<file path="src/rtl/sdram_req_frontend.sv">
// rtl/sdram_req_frontend.sv - debounced push-button front-end driving sdram_controller req/ack
module sdram_req_frontend #(
  parameter int DEBOUNCE_CYCLES = 500000,
  parameter int TIMEOUT_CYCLES  = 1024,
  parameter int ADDR_W          = 22,
  parameter int DATA_W          = 128
) (
  input  logic              iclk,
  input  logic              ireset_n,
  input  logic              iwrite_key_n,
  input  logic              iread_key_n,
  input  logic [ADDR_W-1:0] iaddress,
  input  logic [DATA_W-1:0] iwrite_data,
  output logic              owrite_req,
  output logic [ADDR_W-1:0] owrite_address,
  output logic [DATA_W-1:0] owrite_data,
  input  logic              iwrite_ack,
  output logic              oread_req,
  output logic [ADDR_W-1:0] oread_address,
  input  logic [DATA_W-1:0] iread_data,
  input  logic              iread_ack,
  output logic [DATA_W-1:0] odisplay_data,
  output logic              obusy,
  output logic              otimeout,
  output logic [2:0]        ostate
);

  localparam int DBW = $clog2(DEBOUNCE_CYCLES) + 1;
  localparam int TW  = $clog2(TIMEOUT_CYCLES) + 1;
  localparam logic [DBW-1:0] DB_LAST = DBW'(DEBOUNCE_CYCLES - 1);
  localparam logic [TW-1:0]  TO_LAST = TW'(TIMEOUT_CYCLES - 1);

  typedef enum logic [2:0] {
    IDLE   = 3'd0,
    WR     = 3'd1,
    WR_FIN = 3'd2,
    RD     = 3'd3,
    RD_FIN = 3'd4,
    TOUT   = 3'd5
  } state_t;

  // bit 0 = write key, bit 1 = read key
  logic [1:0]     key_meta, key_sync, key_db, key_db_q, press;
  logic [DBW-1:0] db_cnt [2];
  logic [TW-1:0]  wait_cnt;
  state_t         state, next;

  always_ff @(posedge iclk or negedge ireset_n) begin
    if (!ireset_n) begin
      key_meta  <= 2'b11;
      key_sync  <= 2'b11;
      key_db    <= 2'b11;
      key_db_q  <= 2'b11;
      press     <= 2'b00;
      db_cnt[0] <= '0;
      db_cnt[1] <= '0;
    end else begin
      key_meta <= {iread_key_n, iwrite_key_n};
      key_sync <= key_meta;
      key_db_q <= key_db;
      press    <= key_db_q & ~key_db;
      for (int i = 0; i < 2; i++) begin
        if (key_sync[i] == key_db[i]) begin
          db_cnt[i] <= '0;
        end else if (db_cnt[i] == DB_LAST) begin
          key_db[i] <= key_sync[i];
          db_cnt[i] <= '0;
        end else begin
          db_cnt[i] <= db_cnt[i] + 1'b1;
        end
      end
    end
  end

  // Write wins a same-cycle tie; pulses outside IDLE are simply not looked at.
  always_comb begin
    next = IDLE;
    case (state)
      IDLE:    next = press[0] ? WR : (press[1] ? RD : IDLE);
      WR:      next = iwrite_ack ? WR_FIN : ((wait_cnt == TO_LAST) ? TOUT : WR);
      RD:      next = iread_ack ? RD_FIN : ((wait_cnt == TO_LAST) ? TOUT : RD);
      default: next = IDLE;
    endcase
  end

  always_ff @(posedge iclk or negedge ireset_n) begin
    if (!ireset_n) begin
      state          <= IDLE;
      wait_cnt       <= '0;
      owrite_req     <= 1'b0;
      oread_req      <= 1'b0;
      owrite_address <= '0;
      owrite_data    <= '0;
      oread_address  <= '0;
      odisplay_data  <= '0;
      obusy          <= 1'b0;
      otimeout       <= 1'b0;
    end else begin
      state      <= next;
      owrite_req <= (next == WR);
      oread_req  <= (next == RD);
      obusy      <= (next != IDLE);
      if (state == IDLE) begin
        wait_cnt <= '0;
      end else if (wait_cnt != TO_LAST) begin
        wait_cnt <= wait_cnt + 1'b1;
      end
      if (state == IDLE && next == WR) begin
        owrite_address <= iaddress;
        owrite_data    <= iwrite_data;
        otimeout       <= 1'b0;
      end
      if (state == IDLE && next == RD) begin
        oread_address <= iaddress;
        otimeout      <= 1'b0;
      end
      if (next == TOUT) otimeout <= 1'b1;
      if (state == RD && iread_ack) odisplay_data <= iread_data;
    end
  end

  assign ostate = state;

endmodule

</file>
<file path="config.mk">
export PLATFORM = sky130hd
export DESIGN_NAME = sdram_req_frontend
export DESIGN_NICKNAME = d
export VERILOG_FILES = /design/src/rtl/sdram_req_frontend.sv
export SDC_FILE = /design/constraint.sdc
export NUM_CORES = 1
export LEC_CHECK = 0
export CAP_MARGIN = 0
export CORE_AREA = 2 2 228 230
export CTS_CLUSTER_SIZE = 10
export DETAILED_ROUTE_END_ITERATION = 7
export DIE_AREA = 0 0 230 232
export PLACE_DENSITY_LB_ADDON = 0.08
export SLEW_MARGIN = 30
export SYNTH_ARGS = -nofsm -noshare
export SYNTH_HDL_FRONTEND = slang
export SYNTH_SLANG_ARGS = --single-unit
</file>
<file path="constraint.sdc">
create_clock -name iclk -period 2.6 [get_ports iclk]
set_input_delay 0.39 -clock iclk [delete_from_list [all_inputs] [get_ports iclk]]
set_output_delay 0.39 -clock iclk [all_outputs]
set_load 0.02 [all_outputs]
</file>
Word level (Yosys, flattened, before mapping)

Cells that the tools add are included.

Register bits: 368
Bits in latches: 0
Bits in writable memories: 0
ROM bits: 0
Input bits: 284
Output and inout bits: 307
Logic and storage cells: 61
Memories: 0

$add $sub $neg: 3
$mul: 0
Divide/modulo/power cells: 0
$lt $le $gt $ge: 0
Eq/ne operators: 11
Shifts and indexed selects: 0
Mux-type cells: 16
Bitwise gates (word level): 4
Reductions and logical operators: 9

Operators by type and width:

| cell                  | number |
|---|---|
| $mux 20               | 4 |
| $add 20x1->20 const B | 2 |
| $eq 20x19->1 const B  | 2 |
| $mux 11               | 2 |
| $mux 3                | 4 |
| $add 11x1->11 const B | 1 |
| $eq 11x10->1 const B  | 1 |
| $ne 11x10->1 const B  | 1 |
| $pmux 3 s3            | 1 |
| $eq 3x1->1 const B    | 2 |
| $eq 3x2->1 const B    | 2 |
| $reduce_bool 3->1     | 2 |
| $mux 2                | 2 |
| $reduce_and 2->1      | 2 |
| $eq 3x3->1 const B    | 1 |
| $logic_and 1x1->1     | 3 |
| $logic_not 3->1       | 1 |
| $mux 1                | 3 |
| $and 2x2->2           | 1 |
| $eq 1x1->1            | 2 |
| $not 1->1             | 2 |
| $not 2->2             | 1 |
| $reduce_bool 2->1     | 1 |

Longest topological paths before layout

Depth after elaboration: 9
Depth in mapped cells: 7
Mapped depth without buffers: 5

Worst setup path before layout

OpenSTA, ideal clock, no wires.

Kind: reg-to-reg
Start point: register state[2] (netlist: ostate[2])
End point: register owrite_address[0]
Library setup time: 127 ps
Arrival: 2181 ps
Required time: 2473 ps
Path slack: 292 ps
Cell stages (with the launch flop): 7
Buffers on the path: 2
Clock period less this slack: 2308 ps
Path through: dfrtp_1 -> nand4bb_1 -> or4_4 -> a21oi_4 -> buf_8 -> buf_6 -> mux2_1

Cells in the longest elaborated chain, start to end: 4
Elaborated cells on any way between the ends: 6
Classes of those cells: eq/ne: 3; mux: 1; reduce/logical: 2

Ends and longest elaborated chain:

| item                                     | line | RTL |
|---|---|---|
| start, declared                          | 46   | `state_t state, next;` |
| start signal, assigned                   | 99   | `state <= next;` |
| $eq 3x2->1, or another cell as far along | 78   | `case (state)` |
| $pmux 3 s3                               | 78   |  |
| $eq 3x1->1                               | 108  | `if (state == IDLE && next == WR) begin` |
| $logic_and 1x1->1 (*)                    | 108  |  |
| end signal, assigned                     | 109  | `owrite_address <= iaddress;` |
| end, declared                            | 15   | `output logic [ADDR_W-1:0] owrite_address,` |

Every way passes the cells marked *; elsewhere a longest branch is shown, timed or not.
A chain may end at the register's enable or synchronous reset.

Worst setup path in the final report

Start point: register wait_cnt[0]
End point: register owrite_data[48]

Cells in the longest elaborated chain, start to end: 6
Elaborated cells on any way between the ends: 8
Classes of those cells: eq/ne: 2; mux: 5; reduce/logical: 1

Ends and longest elaborated chain:

| item                                          | line   | RTL |
|---|---|---|
| start, declared                               | 45     | `logic [TW-1:0] wait_cnt;` |
| start signal, assigned                        | 106    | `wait_cnt <= wait_cnt + 1'b1;` |
| $eq 11x10->1 (*)                              | 80, 81 |  |
| $mux 3, on equally long branches (2 in a row) | 81, 80 |  |
| $pmux 3 s3 (*)                                | 78     |  |
| $eq 3x1->1 (*)                                | 108    |  |
| $logic_and 1x1->1 (*)                         | 108    |  |
| end signal, assigned                          | 110    | `owrite_data <= iwrite_data;` |
| end, declared                                 | 16     | `output logic [DATA_W-1:0] owrite_data,` |

Marked as above.

==> reports/qor.txt <==
Met3 wire len - 4008 um
Met2 wire length - 24770 um
CTS tree - built
Post-CTS repair timing setup buffer count - 0
Largest net degree at the start of global routing - 72
Clock Tree Root - clkbuf_16
Leak - 10.30 nW
Worst slew pin tran - 0.8339 ns
Clock buffer depth - 3
Vias - 10200
Avg Inst Size Synth - 14.94 sq um
Clock skew - 0.01309 ns
Area of the multi-input gates - 4870 sq um
Worst setup endpoint - owrite_data[48]
Final wirelength - 48580 um
Initial antenna violation count - 13
Req. time, crit path - 3.03 ns
EDFF count, synth - 0
First-pass DRT Iterations - 4
Gate Count Post-Synth - 961
Distinct cells, synth - 52
First-pass GRT wire length - 70990 um
Area share of the largest cell type after synthesis - 0.6276
Final ANT Viol Nets - 0
Post-layout util - 0.4457
Nets - 1886
FF-to-FF End - owrite_data[48]
Maxcap violations - 0
FP Rows - 83
Reg-to-reg slack, setup - 0.17 ns
VDD IR-drop max - 0.0004219 V
Starting Density - 0.2821
Pins Over Slew Limit - 0
Fillers - 4669
Status - completed
Seq. cell area - 9219 sq um
Synth Area in XOR/XNOR - 0.02257
All-Layer GR Usage - 0.1785
Setup TNS - 0 ns
Die X - 230 um
Final hold viol count - 0
Mux cell area share after synthesis - 0.2390
GR Overflow Total - 0
Top-level I/O count - 591
Top cells by count, synth - dfrtp_1 (360), mux2_2 (202), mux2_1 (100)
Yosys synthesis warning count - 0
Most frequent cell after synthesis - dfrtp_1
RSZ-0062 raised after global routing - false
Vias in the first global route - 10590
Tmin final - 2.428 ns
Crit. Startpoint - wait_cnt[0]
Wire length on met1 - 18460 um
Final Cycle Share - 0.9340
Post-synthesis adder-cell area fraction - 0.002615
Yosys reg bits - 368
Main combinational cell family by area after synthesis - multiplexers
Cts bufs inserted - 45
Worst-Skew Late Latency - 0.56 ns
Final Setup Violations - 0
Critical Setup Path Class - register to register
Final GP Congestion - 0.8002
Post-route DRC - 0
Yosys top cell by area - dfrtp_1
CORE AREA - 50890 sq um
Share of cells above drive strength 1 - 0.1894
DR iter-0 viols - 382
Synth async-reset ratio - 1.000
DP HPWL - 37600 um
CP Capture Type - register
Die Y-Extent - 232 um
Post-synthesis compound-gate area fraction - 0.01543
Crit path launch type - register
Critical Path Fanout Max - 27
Reg2reg start - wait_cnt[0]
I/O Buffers - 590
Maximum clock rate - 411.8 MHz
Mapped cell area - 14360 sq um
Area grow syn2layout - 57.98%
Hold Crit Class - input pin to register
Max Used Layer - met5
Die area - 53360 sq um
Sequential cell area fraction in the yosys report - 0.6422
Clock-pin slew on the worst setup and hold paths - 0.05 ns
Power density over the cells - 539.2 nW/um^2
WL/cell - 21.05 um
Vias per cell - 4.418
R2R cell count - 7
Sink Count - 368
H-tree Lvls - 2
Syn_nets - 1248
Simple-gate share of the synthesized area - 0.05822
Dominant cells by area after synthesis - dfrtp_1 (63%), mux2_2 (16%), mux2_1 (7.8%)
Prevailing post-synth register cell - dfrtp_1
Worst Path Arrival - 2.86 ns
Worst slew margin - 0.4353
[layout by cell type, fill, tap and decap left out, drive strengths merged, types with 3 or more instances in the layout]
| master | n |
|---|---|
| inv | 12 |
| nand2 | 20 |
| mux2i | 3 |
| or4 | 3 |
| a31oi | 5 |
| mux2 | 302 |
| and4 | 4 |
| and3 | 3 |
| nand3 | 19 |
| clkbuf | 66 |
| clkdlybuf4s50 | 589 |
| nor2b | 3 |
| xnor2 | 28 |
| nor4 | 12 |
| a21oi | 9 |
| xor2 | 9 |
| o21ai | 11 |
| nor3 | 15 |
| diode | 7 |
| dfrtp | 360 |
| nand4 | 17 |
| buf | 40 |
| ha | 3 |
| nor2 | 51 |
| dfstp | 8 |
[worst max-delay path, cell delays in order, from the launching register on]
cell	delay (ns)
dfrtp_1	0.43
ha_2	0.27
nand3_1	0.11
or4_4	0.52
a21oi_4	0.20
buf_12	0.20
buf_12	0.21
mux2_1	0.35
[sequential cells by signal, summed over array words and instances (netlist names), 2 cells and up]
| name | count |
|---|---|
| key_db_q | 2 |
| key_sync | 2 |
| press | 2 |
| wait_cnt | 11 |
| key_meta | 2 |
| ostate | 3 |
| owrite_address | 22 |
| oread_address | 22 |
| odisplay_data | 128 |
| key_db | 2 |
| db_cnt | 40 |
| owrite_data | 128 |
[per-layer routing]
layer  up-vias  global-route usage
met5         -                   0
met4        12             0.05927
met3        72             0.06655
met2       367              0.3086
met1      5066              0.2033
li1       4680                   -
[kinds of logic after synthesis]
family          after synthesis
compound gates               35
xor+xnor                     37
fa+ha+maj                     3
buf+inv                      51
flops                       368
mux                         305
simple gates                162
[per-stage QoR]
| step | std cells | hold WS [ns] | cell area, sq um | setup slack (ns) | total power [mW] |
|---|---|---|---|---|---|
| floorplan | 961 | 0.09441 | 14360 | 0.2920 | 5.946 |
| global placement | 2231 | 0.3463 | 21350 | -0.1623 | 6.582 |
| detailed placement | 2231 | 0.3503 | 21350 | -0.2049 | 6.585 |
| CTS | 2301 | 0.2058 | 22660 | 0.1003 | 12.47 |
| global route | 2307 | 0.2216 | 22680 | 0.01720 | 12.79 |
| finish | 2308 | 0.2502 | 22680 | 0.1717 | 12.23 |
[area by class of cell]
cell class,count,share of cell area
diodes,7,0.0007724
clock inverters,3,0.002869
well taps,680,0.03752
inverters,12,0.001986
flip-flops and latches,368,0.4065
multi-input cells,542,0.2147
clock buffers,66,0.05445
repair buffers,630,0.2812
[power breakdown]
part	switching [mW]	leakage [nW]	total, mW	internal, mW
registers	0.0209	5.06	5.78	5.76
clock network	2.32	0.630	5.76	3.43
logic	0.243	4.61	0.688	0.445
total	2.59	10.3	12.2	9.64
[worst min path at each step]
stage	slack, ns	endpoint	depth (start not counted)	startpoint
after CTS	0.21	key_meta[0]	1	iwrite_key_n
final	0.25	key_meta[0]	1	iwrite_key_n
after global routing	0.22	key_meta[0]	1	iwrite_key_n
after floorplan	0.09	db_cnt[0]	0	ireset_n
after global placement	0.35	key_sync[0]	0	key_meta[0]
after detailed placement	0.35	key_sync[1]	0	key_meta[1]
[repair_timing]
action	4_1_cts	5_1_grt
endpoints found under the setup margin	0	50
hold buffers	1	0
endpoints found under the hold margin	57	0
gates resized for setup	0	1
Note: power is estimated with default switching activity, not from simulation.
